[src/rtl/mic_sample_buffer.sv]
// mic_sample_buffer: capture stage behind the Pmod MIC SPI front end.
// It generates the periodic read strobe and waits for new_data, with a
// timeout. Each captured sample is converted from offset binary to two's
// complement and queued in a first-word-fall-through FIFO. The FIFO drives
// a valid/ready stream. Sticky flags report overflow, timeout and late ticks.
// Optional feature: define MIC_PEAK_EN to track the peak absolute sample on
// the peak port. Without the macro, peak is constant 0.
module mic_sample_buffer #(
  parameter int unsigned SAMPLE_DIV = 2500,
  parameter int unsigned TIMEOUT    = 1023,
  parameter int unsigned DEPTH_LOG2 = 4
) (
  input  logic                  clk,
  input  logic                  rst,
  input  logic                  enable,
  input  logic                  clr_flags,
  output logic                  read,
  input  logic [11:0]           audio,
  input  logic                  new_data,
  output logic [11:0]           out_data,
  output logic                  out_valid,
  input  logic                  out_ready,
  output logic [DEPTH_LOG2:0]   level,
  output logic                  ovf,
  output logic                  tmo,
  output logic                  late,
  output logic [10:0]           peak
);

  localparam int unsigned SW    = 12;
  localparam int unsigned CW    = 16;
  localparam int unsigned LW    = DEPTH_LOG2 + 1;
  localparam int unsigned DEPTH = 1 << DEPTH_LOG2;

  localparam logic [CW-1:0] DIV_LAST = CW'(SAMPLE_DIV - 1);
  localparam logic [CW-1:0] TMO_LIM  = CW'(TIMEOUT);
  localparam logic [LW-1:0] FULL_LVL = LW'(DEPTH);

  typedef enum logic [1:0] {
    ST_IDLE,
    ST_REQ,
    ST_WAIT
  } state_e;

  // ---------------------------------------------------------------------
  // Sample tick generation
  // ---------------------------------------------------------------------
  logic [CW-1:0] tick_cnt_q;
  logic          tick;

  assign tick = enable && (tick_cnt_q == DIV_LAST);

  // Free-running divider; disabled means parked at zero.
  always_ff @(posedge clk or posedge rst) begin
    if (rst) begin
      tick_cnt_q <= '0;
    end else if (!enable || tick) begin
      tick_cnt_q <= '0;
    end else begin
      tick_cnt_q <= tick_cnt_q + CW'(1);
    end
  end

  // ---------------------------------------------------------------------
  // Conversion request FSM
  // ---------------------------------------------------------------------
  state_e        state_q;
  logic          read_q;
  logic [CW-1:0] tmo_cnt_q;
  logic          in_wait;
  logic          push;
  logic          tmo_evt;
  logic          late_evt;

  assign in_wait  = (state_q == ST_WAIT);
  assign push     = in_wait && new_data;
  assign tmo_evt  = in_wait && !new_data && (tmo_cnt_q == TMO_LIM);
  assign late_evt = tick && (state_q != ST_IDLE);

  // Tick starts a request. REQ emits the strobe, and WAIT ends on data or timeout.
  always_ff @(posedge clk or posedge rst) begin
    if (rst) begin
      state_q   <= ST_IDLE;
      read_q    <= 1'b0;
      tmo_cnt_q <= '0;
    end else begin
      read_q <= 1'b0;
      case (state_q)
        ST_IDLE: begin
          if (tick) begin
            state_q <= ST_REQ;
          end
        end
        ST_REQ: begin
          read_q    <= 1'b1;
          tmo_cnt_q <= '0;
          state_q   <= ST_WAIT;
        end
        ST_WAIT: begin
          if (new_data || (tmo_cnt_q == TMO_LIM)) begin
            state_q <= ST_IDLE;
          end else begin
            tmo_cnt_q <= tmo_cnt_q + CW'(1);
          end
        end
        default: begin
          state_q <= ST_IDLE;
        end
      endcase
    end
  end

  assign read = read_q;

  // ---------------------------------------------------------------------
  // Offset binary to two's complement: flipping the MSB subtracts 2048
  // ---------------------------------------------------------------------
  logic [SW-1:0] sample;

  assign sample = {~audio[SW-1], audio[SW-2:0]};

  // ---------------------------------------------------------------------
  // FWFT FIFO with a registered head
  // ---------------------------------------------------------------------
  logic [SW-1:0]         mem_q [DEPTH];
  logic [DEPTH_LOG2-1:0] wr_ptr_q;
  logic [DEPTH_LOG2-1:0] rd_ptr_q;
  logic [DEPTH_LOG2-1:0] rd_ptr_d;
  logic [LW-1:0]         count_q;
  logic [LW-1:0]         count_d;
  logic [SW-1:0]         head_q;
  logic [SW-1:0]         head_d;
  logic                  valid_q;
  logic                  full;
  logic                  pop;
  logic                  push_ok;
  logic                  ovf_evt;

  assign full    = (count_q == FULL_LVL);
  assign pop     = valid_q && out_ready;
  assign push_ok = push && (!full || pop);
  assign ovf_evt = push && full && !pop;

  // Next occupancy, read pointer and head word.
  // The head bypasses the array when the write lands in the next read slot.
  always_comb begin
    count_d  = count_q;
    rd_ptr_d = rd_ptr_q;
    case ({push_ok, pop})
      2'b10:   count_d = count_q + LW'(1);
      2'b01:   count_d = count_q - LW'(1);
      default: count_d = count_q;
    endcase
    if (pop) begin
      rd_ptr_d = rd_ptr_q + DEPTH_LOG2'(1);
    end
    if (push_ok && (wr_ptr_q == rd_ptr_d)) begin
      head_d = sample;
    end else begin
      head_d = mem_q[rd_ptr_d];
    end
  end

  // Sample storage (contents need no reset, validity is tracked by count_q).
  always_ff @(posedge clk) begin
    if (push_ok) begin
      mem_q[wr_ptr_q] <= sample;
    end
  end

  // Pointers, occupancy and registered stream outputs.
  always_ff @(posedge clk or posedge rst) begin
    if (rst) begin
      wr_ptr_q <= '0;
      rd_ptr_q <= '0;
      count_q  <= '0;
      head_q   <= '0;
      valid_q  <= 1'b0;
    end else begin
      if (push_ok) begin
        wr_ptr_q <= wr_ptr_q + DEPTH_LOG2'(1);
      end
      rd_ptr_q <= rd_ptr_d;
      count_q  <= count_d;
      head_q   <= head_d;
      valid_q  <= (count_d != '0);
    end
  end

  assign out_data  = head_q;
  assign out_valid = valid_q;
  assign level     = count_q;

  // ---------------------------------------------------------------------
  // Sticky status flags
  // ---------------------------------------------------------------------
  logic ovf_q;
  logic tmo_q;
  logic late_q;

  // A set event in the same cycle as clr_flags wins.
  always_ff @(posedge clk or posedge rst) begin
    if (rst) begin
      ovf_q  <= 1'b0;
      tmo_q  <= 1'b0;
      late_q <= 1'b0;
    end else begin
      ovf_q  <= (ovf_q  & ~clr_flags) | ovf_evt;
      tmo_q  <= (tmo_q  & ~clr_flags) | tmo_evt;
      late_q <= (late_q & ~clr_flags) | late_evt;
    end
  end

  assign ovf  = ovf_q;
  assign tmo  = tmo_q;
  assign late = late_q;

  // ---------------------------------------------------------------------
  // Peak absolute value
  // ---------------------------------------------------------------------
`ifdef MIC_PEAK_EN
  logic [10:0] mag;
  logic [10:0] peak_q;
  logic [10:0] peak_base;

  // |sample|, with -2048 saturated to 2047.
  // The base is zero when a clear arrives with a push.
  always_comb begin
    if (sample[SW-1]) begin
      if (sample[SW-2:0] == '0) begin
        mag = 11'h7FF;
      end else begin
        mag = ~sample[SW-2:0] + 11'd1;
      end
    end else begin
      mag = sample[SW-2:0];
    end
    peak_base = clr_flags ? '0 : peak_q;
  end

  // Running maximum over accepted samples.
  always_ff @(posedge clk or posedge rst) begin
    if (rst) begin
      peak_q <= '0;
    end else if (push_ok && (mag > peak_base)) begin
      peak_q <= mag;
    end else begin
      peak_q <= peak_base;
    end
  end

  assign peak = peak_q;
`else
  assign peak = '0;
`endif

endmodule

[config.mk]
export PLATFORM = sky130hd
export DESIGN_NAME = mic_sample_buffer
export DESIGN_NICKNAME = d
export VERILOG_FILES = /design/src/rtl/mic_sample_buffer.sv
export SDC_FILE = /design/constraint.sdc
export NUM_CORES = 1
export LEC_CHECK = 0
export BUFFER_PORTS_ARGS = -buffer_cell sky130_fd_sc_hd__buf_2
export CORE_MARGIN = 4
export CORE_UTILIZATION = 61
export DETAILED_ROUTE_END_ITERATION = 10
export PLACE_DENSITY_LB_ADDON = 0.2
export SLEW_MARGIN = 20
export SYNTH_ARGS = -nofsm -noshare
export SYNTH_HDL_FRONTEND = slang
export SYNTH_SLANG_ARGS = --single-unit
[constraint.sdc]
create_clock -name clk -period 3.4 [get_ports clk]
set_input_delay 0.51 -clock clk [delete_from_list [all_inputs] [get_ports clk]]
set_output_delay 0.51 -clock clk [all_outputs]
set_load 0.01 [all_outputs]
Word-level counts from Yosys, hierarchy flattened
Memory sizes are Yosys's and may differ from the RTL's. A register that Yosys moved wholly into a read port is not among the register bits.
Cells that the tools add are included.
- register bits after elaboration: 52
- memory bits (writable): 192
- input port bits: 18
- memories kept: 1
- memory list (name ; words ; bits a word ; rd ports ; clocked after memory_dff ; write ports ; RTL line ; text):
    mem_q ; 16 ; 12 ; 1 ; 1 ; 1 ; 125 ; logic [SW-1:0] mem_q [DEPTH];
- add/sub/neg operators: 6
- eq/ne operators: 10
- muxes and demuxes: 11
- bitwise gates (word level): 8
- reductions and logical operators: 22
- operators with widths (kind ; count):
    adder 16 x 1 -> 16 bit (second input constant) ; 2
    two-way mux 16 bit ; 2
    case mux 16 bit (2 select lines) ; 1
    == test 16 x 10 -> 1 bit (second input constant) ; 1
    == test 16 x 12 -> 1 bit (second input constant) ; 1
    case mux 5 bit (2 select lines) ; 1
    logical AND 1 bit ; 9
    adder 4 x 1 -> 4 bit (second input constant) ; 2
    case mux 2 bit (3 select lines) ; 1
    adder 5 x 1 -> 5 bit (second input constant) ; 1
    == test 5 bit (second input constant) ; 1
    nonzero test 5 bit ; 1
    subtractor 5 x 1 -> 5 bit (second input constant) ; 1
    == test 2 x 1 -> 1 bit (second input constant) ; 2
    == test 2 bit (second input constant) ; 2
    logical NOT 1 bit ; 4
    two-way mux 2 bit ; 2
    two-way mux 4 bit ; 1
    inequality test 2 bit (second input constant) ; 2
    AND reduction 2 bit ; 2
    nonzero test 2 bit ; 2
    bitwise AND 1 bit ; 3
    logical OR 1 bit ; 3
    two-way mux 1 bit ; 3
    other kinds (4) ; 7

Depth between registers and ports, before layout
Gate-level depths: netlist of run 1.
- depth in word-level cells: 7
- gate-level depth with buffers: 11
- depth with buffers taken out: 8

Worst setup path after synthesis of run 1
Ideal clock, no wire load.
- kind: input to register
- start point: input new_data
- end point: memory mem_q[4][0] (enable)
- setup time: 0.396 ns
- data arrival time: 2.008 ns
- setup slack: 0.996 ns
- cell stages on the path: 4
- path buffers: 0
- path through: nand3b_1 -> a41oi_2 -> nand2_1 -> nor3_1
- word-level cells in the longest chain between the ends: 4
- RTL lines (what ; RTL line ; text):
    from (decl) ; 19 ; input logic new_data,
    logical AND 1 bit ; 76 ; assign push = in_wait && new_data;
    logical AND 1 bit ; 141 ; assign push_ok = push && (!full || pop);
    two-way mux 1 bit ; 166 ; if (push_ok) begin
    two-way mux 1 bit (not written as such) ; 167 ; mem_q[wr_ptr_q] <= sample;
    to (decl) ; 125 ;
No other way between the ends.

Worst setup path in the final report of run 1
- start point: register rd_ptr_q[0]
- end point: register head_q[2] (netlist: out_data[2]), read port of mem_q
- word-level cells in the longest chain between the ends: 2
- RTL lines (what ; RTL line ; text):
    from (decl) ; 127 ; logic [DEPTH_LOG2-1:0] rd_ptr_q;
    from (signal assigned) ; 183 ; rd_ptr_q <= rd_ptr_d;
    adder 4 x 1 -> 4 bit ; 155 ; rd_ptr_d = rd_ptr_q + DEPTH_LOG2'(1);
    two-way mux 4 bit (*) ; 154 ; if (pop) begin
    to (decl) ; 131 ; logic [SW-1:0] head_q;
Every way passes the cells marked *; elsewhere a longest branch is shown, timed or not.
A chain may end at the register's enable or synchronous reset.

==> results of run 1 <==
==> flip-flops by register name, summed over array words and instances (netlist names) <==
name        flops
mem_q         192
tick_cnt_q     16
tmo_cnt_q      16
out_data       12
level           5
rd_ptr_q        4
wr_ptr_q        4
state_q         2
late            1
out_valid       1
ovf             1
read            1
tmo             1
==> kinds of logic (layout without fill, tap and decap cells) <==
logic type / after synthesis / after routing / synth area share, %
flops: 256 / 256 / 64.6
simple gates: 236 / 236 / 10.2
compound gates: 80 / 80 / 4.66
mux: 76 / 76 / 13.0
buf+inv: 68 / 133 / 3.11
xor+xnor: 41 / 41 / 3.47
fa+ha+maj: 8 / 8 / 0.878
other cells: 1 / 11 / 0.0329
==> per-stage QoR <==
| stage | hold WS [ns] | power (W) | worst slack, ns |
|---|---|---|---|
| 6_report | 0.133 | 0.00989 | 0.539 |
| 3_3_place_gp | 0.465 | 0.00704 | 0.669 |
| 3_5_place_dp | 0.485 | 0.00716 | 0.562 |
| 4_1_cts | 0.191 | 0.00993 | 0.546 |
| 2_1_floorplan | 0.448 | 0.00634 | 0.996 |
| 5_1_grt | 0.193 | 0.0104 | 0.296 |
==> cell usage after synthesis (all sizes together), types with 8 or more instances <==
| library cell | n |
|---|---|
| edfxtp | 192 |
| nand2 | 75 |
| dfrtp | 64 |
| mux4 | 55 |
| nor2 | 52 |
| buf | 36 |
| nand3 | 26 |
| and3 | 21 |
| inv | 21 |
| xnor2 | 21 |
| mux2 | 20 |
| o22ai | 19 |
| a31oi | 18 |
| xor2 | 18 |
| a211oi | 12 |
| and2 | 12 |
| clkbuf | 11 |
| o21ai | 11 |
| nand4 | 10 |
| nor3 | 9 |
| ha | 8 |
==> worst paths after layout <==
path	depth (start not counted)	end	slack (ns)	start
setup / recovery	7	out_data[2]	0.54	rd_ptr_q[0]
hold / removal	2	tick_cnt_q[7]	0.13	rst
setup reg to reg	7	out_data[2]	0.54	rd_ptr_q[0]
hold reg to reg	1	tick_cnt_q[0]	0.50	tick_cnt_q[0]
max in group asynchronous	3	tmo_cnt_q[9]	2.44	rst
min in group clk	2	ovf	0.21	clr_flags
==> cell type report <==
type                    instances  area share (%)
well taps                     229            2.25
clock inverters                11           0.895
inverters                      21           0.630
clock buffers                  37            5.76
flip-flops and latches        256            58.0
repair buffers                 64            3.11
multi-input cells             452            29.4
==> power groups by stage <==
stage | sequential (W) | clock, W | combinational (W)
3_5_place_dp | 0.00372 | 0 | 0.00345
2_1_floorplan | 0.00374 | 0 | 0.00260
3_3_place_gp | 0.00371 | 0 | 0.00333
6_report | 0.00366 | 0.00277 | 0.00346
4_1_cts | 0.00366 | 0.00282 | 0.00346
5_1_grt | 0.00368 | 0.00295 | 0.00374
==> per-layer routing <==
layer | global-route usage, % | wire [um] | vias up
li1 | - | - | 3025
met1 | 34.7 | 9920 | 3452
met2 | 41.8 | 12600 | 279
met3 | 3.55 | 1670 | 46
met4 | 5.20 | 538 | 0
met5 | 0 | 0 | -
==> critical path: cells and delay by family, from the launching register on <==
kind	cells	cell delay (ns)
DFF	1	0.39
buffers and inverters	1	0.54
AOI/OAI and AO/OA	3	0.57
and+or+nand+nor	3	1.23
==> results by group, run 1 <==
Run status
  • Run status: finished, final reports clean

Synthesis
  • Post-synth EDFFs: 192
  • #FFs+latches synth: ~260
  • Synth unique cells: 54
  • Yosys top cell area share: 50.6%
  • Synth area leaders: edfxtp_1 (51%), dfrtp_1 (14%), mux4_2 (11%)
  • Share of flip-flops with an asynchronous set or reset: 25.0%
  • Cells after synthesis: 766
  • Register area share after synthesis: between 60% and 70%
  • Syn Area/Cell: about 15 um^2
  • Yosys top cell by area: edfxtp_1
  • Post-Syn Area: 11400 um^2
  • Top FF cell, synth: edfxtp_1
  • Synth warn: 0

Layout
  • Commonest non-fill, non-tap cell in the layout: edfxtp_1
  • Fillers: 1188
  • Post-Layout Cell Count: between 1000 and 1500
  • Antenna cells: 0
  • Commonest cells after routing, fill and taps aside: edfxtp_1 (192), nand2_1 (75), dfrtp_1 (62)
  • Area Overhead vs Synth: 11.5%
  • Fraction of layout cells with a size suffix above 1: 22.8%
  • Layout net count: 847
  • Reg area: 7370 um^2
  • Area occupied by multi-input gates: 3740 um^2
  • Final Util: ~70%
  • Fin area: 12700 um^2

Pwr
  • Clock power share: 28.0%
  • Leakage power: between 4 and 5 nW
  • Worst vdd ir: 521 uV
  • Gate power share: 35.0%
  • Pwr dens: between 700 and 800 nW/um^2
  • Share of power burned in registers: 37.0%
  • Int Pwr: 0.00676 W
  • Switching share of power: 31.6%
  • Sw Pwr: 0.00312 W

CTS
  • CTS tree: done
  • Clock Path Buffers: 3
  • Cts hold-fix bufs: 0
  • Root buffer cell: clkbuf_16
  • Total setup buffers inserted after CTS: 0
  • H-tree lvl count: 1
  • Worst skew pair latency: 0.53 ns
  • Num CTS Buffers: 26
  • Worst-path clk slew: 0.06 ns
  • Sink Count: 256
  • Post_cts resized: 0

STA
  • Min Tclk post-route: 2.86 ns
  • Unrepaired setup endpoints after global routing: no
  • Worst-Margin Slew: a little under 0.9 ns
  • # setup viols final: 0
  • Crit share post-route: 84.2%
  • Slew headroom: 41.1%
  • Max Freq: roughly 350 MHz
  • Slew Viols, Final: 0
  • Hold Violations, Final: 0
  • Clk_skew: 0.0131 ns
  • Sum of negative setup slack: 0 ns

Drt
  • Final WL: 24.7 mm
  • WL per Instance: between 20 and 25 um
  • Iter 0 DRT Violations: 527
  • Pre-antenna DRT Iters: 5
  • DRC: 0
  • Total number of vias: roughly 7000
  • Antenna Nets Post-Route: 0
  • Via density: 6.36

Setup path
  • Critical Path Max Stage Delay: 0.62 ns
  • Worst path required time: 3.81 ns
  • Kind of critical path: flip-flop to flip-flop
  • Crit path capture type: flip-flop
  • Worst EP arrival: ~3.3 ns
  • Worst-path cell chain: buf_4 > nand3_1 > o21ai_0 > and2_1 > nand2_1 > o22ai_1 > o31ai_1
  • Slowest cell on crit path: and2_1
  • Worst Path Max Fanout: 42
  • CP Launch Type: flip-flop

Floorplan
  • DIE AREA: roughly 21000 um^2
  • Die Wd: about 140 um
  • Total core area: ~18000 um^2
  • Chip Height: 145 um
  • Initial Utilization: 62.8%
  • Num rows: 49
  • I/O pins: 51

GRT
  • First-pass GRT wire length: 39.3 mm
  • Total GRT Usage: 24.6%
  • Largest net degree at the start of global routing: 46
  • Vias in the first global route: 7014
  • Overall overflow remaining after global route: 0
  • Initial antenna violation count: 0

Place
  • Placed cells: 1022
  • Placed instance area: 11900 um^2
  • Post-detail-place hpwl: around 16 mm
  • Buffers added on ports: 39
  • Placer Congestion: a little over 0.9

Job
  • Total of max-cap violations: 0

Min path
  • Hold Path Class: input pin to async pin
Power figures use the tool's default switching activity.
==> run 2, diff against run 1 <==
Clock period 3.4 ns to 2.9 ns, I/O delays scaled along.
==> run 2 against run 1 <==
Effect of this change:
- clock power is 19% higher
- sequential share of layout area is 0.39 points lower
- design area is 0.68% higher
- die area stayed put
- first-iteration DRC count is 19% higher
- utilization is 0.48 points higher
- cell count is 0.93% higher
- power is 18% higher
- critical endpoint is now out_valid
==> results by group, run 2 (synthesized netlist as in run 1, its figures left out) <==
Min path
  • Min-Delay Path Depth: 2
  • Hold Path Class: input pin to flip-flop

Drt
  • Pre-antenna DRT Iters: 5 (unchanged)
  • Via density: 6.34 (-0.21%)
  • DRC: 0 (unchanged)
  • Total number of vias: 6851 (+0.72%)
  • Iter 0 DRT Violations: 626 (+19%)
  • Final WL: 24.1 mm (-2.6%)
  • Antenna Nets Post-Route: 0 (unchanged)
  • WL per Instance: 22.3 um (-3.5%)

CTS
  • H-tree lvl count: 1 (unchanged)
  • Clock Path Buffers: 3 (unchanged)
  • Num CTS Buffers: 27 (+3.8%)
  • Root buffer cell: clkbuf_16
  • Post_cts resized: 0 (unchanged)
  • Worst-path clk slew: 0.06 ns (about the same)
  • CTS tree: done
  • Total setup buffers inserted after CTS: 0 (unchanged)
  • Cts hold-fix bufs: 1 (+1)
  • Sink Count: 256 (unchanged)
  • Worst skew pair latency: 0.55 ns (+0.02 ns)

Place
  • Buffers added on ports: 39 (unchanged)
  • Placed cells: 1029 (+0.68%)
  • Placer Congestion: 0.868 (-4.1%)
  • Post-detail-place hpwl: 15.5 mm (-3.8%)

STA
  • Sum of negative setup slack: 0 ns (unchanged)
  • Worst-Margin Slew: 0.643 ns (-0.240 ns)
  • Slew Viols, Final: 0 (unchanged)
  • Crit share post-route: 84.8% (+0.69 points)
  • # setup viols final: 0 (unchanged)
  • Hold Violations, Final: 0 (unchanged)
  • Max Freq: 406 MHz (+16%)
  • Clk_skew: 0.0206 ns (+0.00748 ns)
  • Min Tclk post-route: 2.46 ns (-0.401 ns)
  • Slew headroom: 57.1% (+16 points)
  • Unrepaired setup endpoints after global routing: no

Floorplan
  • Chip Height: 145 um (unchanged)
  • Die Wd: 145 um (unchanged)
  • Num rows: 49 (unchanged)
  • Total core area: 18100 um^2 (unchanged)
  • Initial Utilization: 62.8% (unchanged)
  • DIE AREA: 20900 um^2 (unchanged)
  • I/O pins: 51 (unchanged)

GRT
  • Total GRT Usage: 23.7% (-0.86 points)
  • Largest net degree at the start of global routing: 43 (-6.5%)
  • First-pass GRT wire length: 38.2 mm (-2.6%)
  • Overall overflow remaining after global route: 0 (unchanged)
  • Vias in the first global route: 6985 (-0.41%)
  • Initial antenna violation count: 0 (unchanged)

Layout
  • Layout net count: 856 (+1.1%)
  • Fraction of layout cells with a size suffix above 1: 24.0% (+1.1 points)
  • Commonest cells after routing, fill and taps aside: edfxtp_1 (192), nand2_1 (75), dfrtp_1 (62)
  • Antenna cells: 0 (unchanged)
  • Area Overhead vs Synth: 12.3%
  • Largest regs: mem_q: 192 flops, tick_cnt_q: 16 flops, tmo_cnt_q: 16 flops
  • Biggest register: mem_q
  • Number of flip-flops in the largest register: 192 (unchanged)
  • Commonest non-fill, non-tap cell in the layout: edfxtp_1
  • Final Util: 70.5% (+0.48 points)
  • Post-Layout Cell Count: 1080 (+0.93%)

Setup path
  • Worst Path Max Fanout: 6 (-86%)
  • Worst EP arrival: 2.86 ns (-0.41 ns)
  • CP Launch Type: flip-flop
  • Cells on worst reg2reg path: 8 (+1)
  • Kind of critical path: flip-flop to flip-flop
  • Worst path required time: 3.29 ns (-0.52 ns)
  • Crit path capture type: flip-flop

Job
  • Total of max-cap violations: 0 (unchanged)

Run status
  • Run status: finished, final reports clean

Pwr
  • Pwr Total: 0.0117 W (+18%)
  • Leakage power: 4.67 nW (+0.83%)
  • Pwr dens: 915 nW/um^2 (+18%)
  • Worst vdd ir: 635 uV (+22%)
## run 2: critical path: stages (launching register included)
cell and delay (ns):
dfrtp_1 0.45, and2_1 0.30, nand2_1 0.17, xnor2_1 0.22, ha_1 0.25, and3_1 0.16
o21ai_0 0.10, xnor2_1 0.16, or4_1 0.52
## run 2: where the power goes
part	total (W)	switching [W]	internal (W)
clock	0.00329	0.00140	0.00189
combinational	0.00412	0.00222	0.00190
sequential	0.00430	0.000163	0.00414
## run 2: path summary, 6_finish.rpt
check | from | to | slack (ns)
setup / recovery | out_valid | out_valid | 0.44
hold / removal | clr_flags | ovf | 0.12
setup reg to reg | out_valid | out_valid | 0.44
hold reg to reg | tick_cnt_q[0] | tick_cnt_q[0] | 0.48
max in group asynchronous | rst | tmo_cnt_q[11] | 1.63
min in group asynchronous | rst | rd_ptr_q[3] | 0.53
## run 2: through the flow
step	hold slack [ns]	setup WS (ns)	area, um^2
2_1_floorplan	0.448	0.500	11400
3_3_place_gp	0.465	0.460	11900
3_5_place_dp	0.480	0.332	11900
4_1_cts	0.108	0.427	12800
5_1_grt	0.117	0.255	12800
6_report	0.119	0.440	12800
## run 2: layout make-up
| class | instances | area, um^2 |
|---|---|---|
| sequential | 256 | 7370 |
| fill | 1160 | 5350 |
| multi-input combinational | 452 | 3740 |
| clock buffer | 35 | 736 |
| timing repair buffer | 72 | 470 |
| tap | 229 | 287 |
| clock inverter | 15 | 123 |
| inverter | 21 | 78.8 |
## run 2: layer usage
layer  up-vias  wire (um)  global-route usage, %
li1       3047          -                      -
met1      3503       9800                   32.1
met2       255      12300                   40.8
met3        46       1340                   3.25
met4         0        639                   7.17
met5         -          0                      0
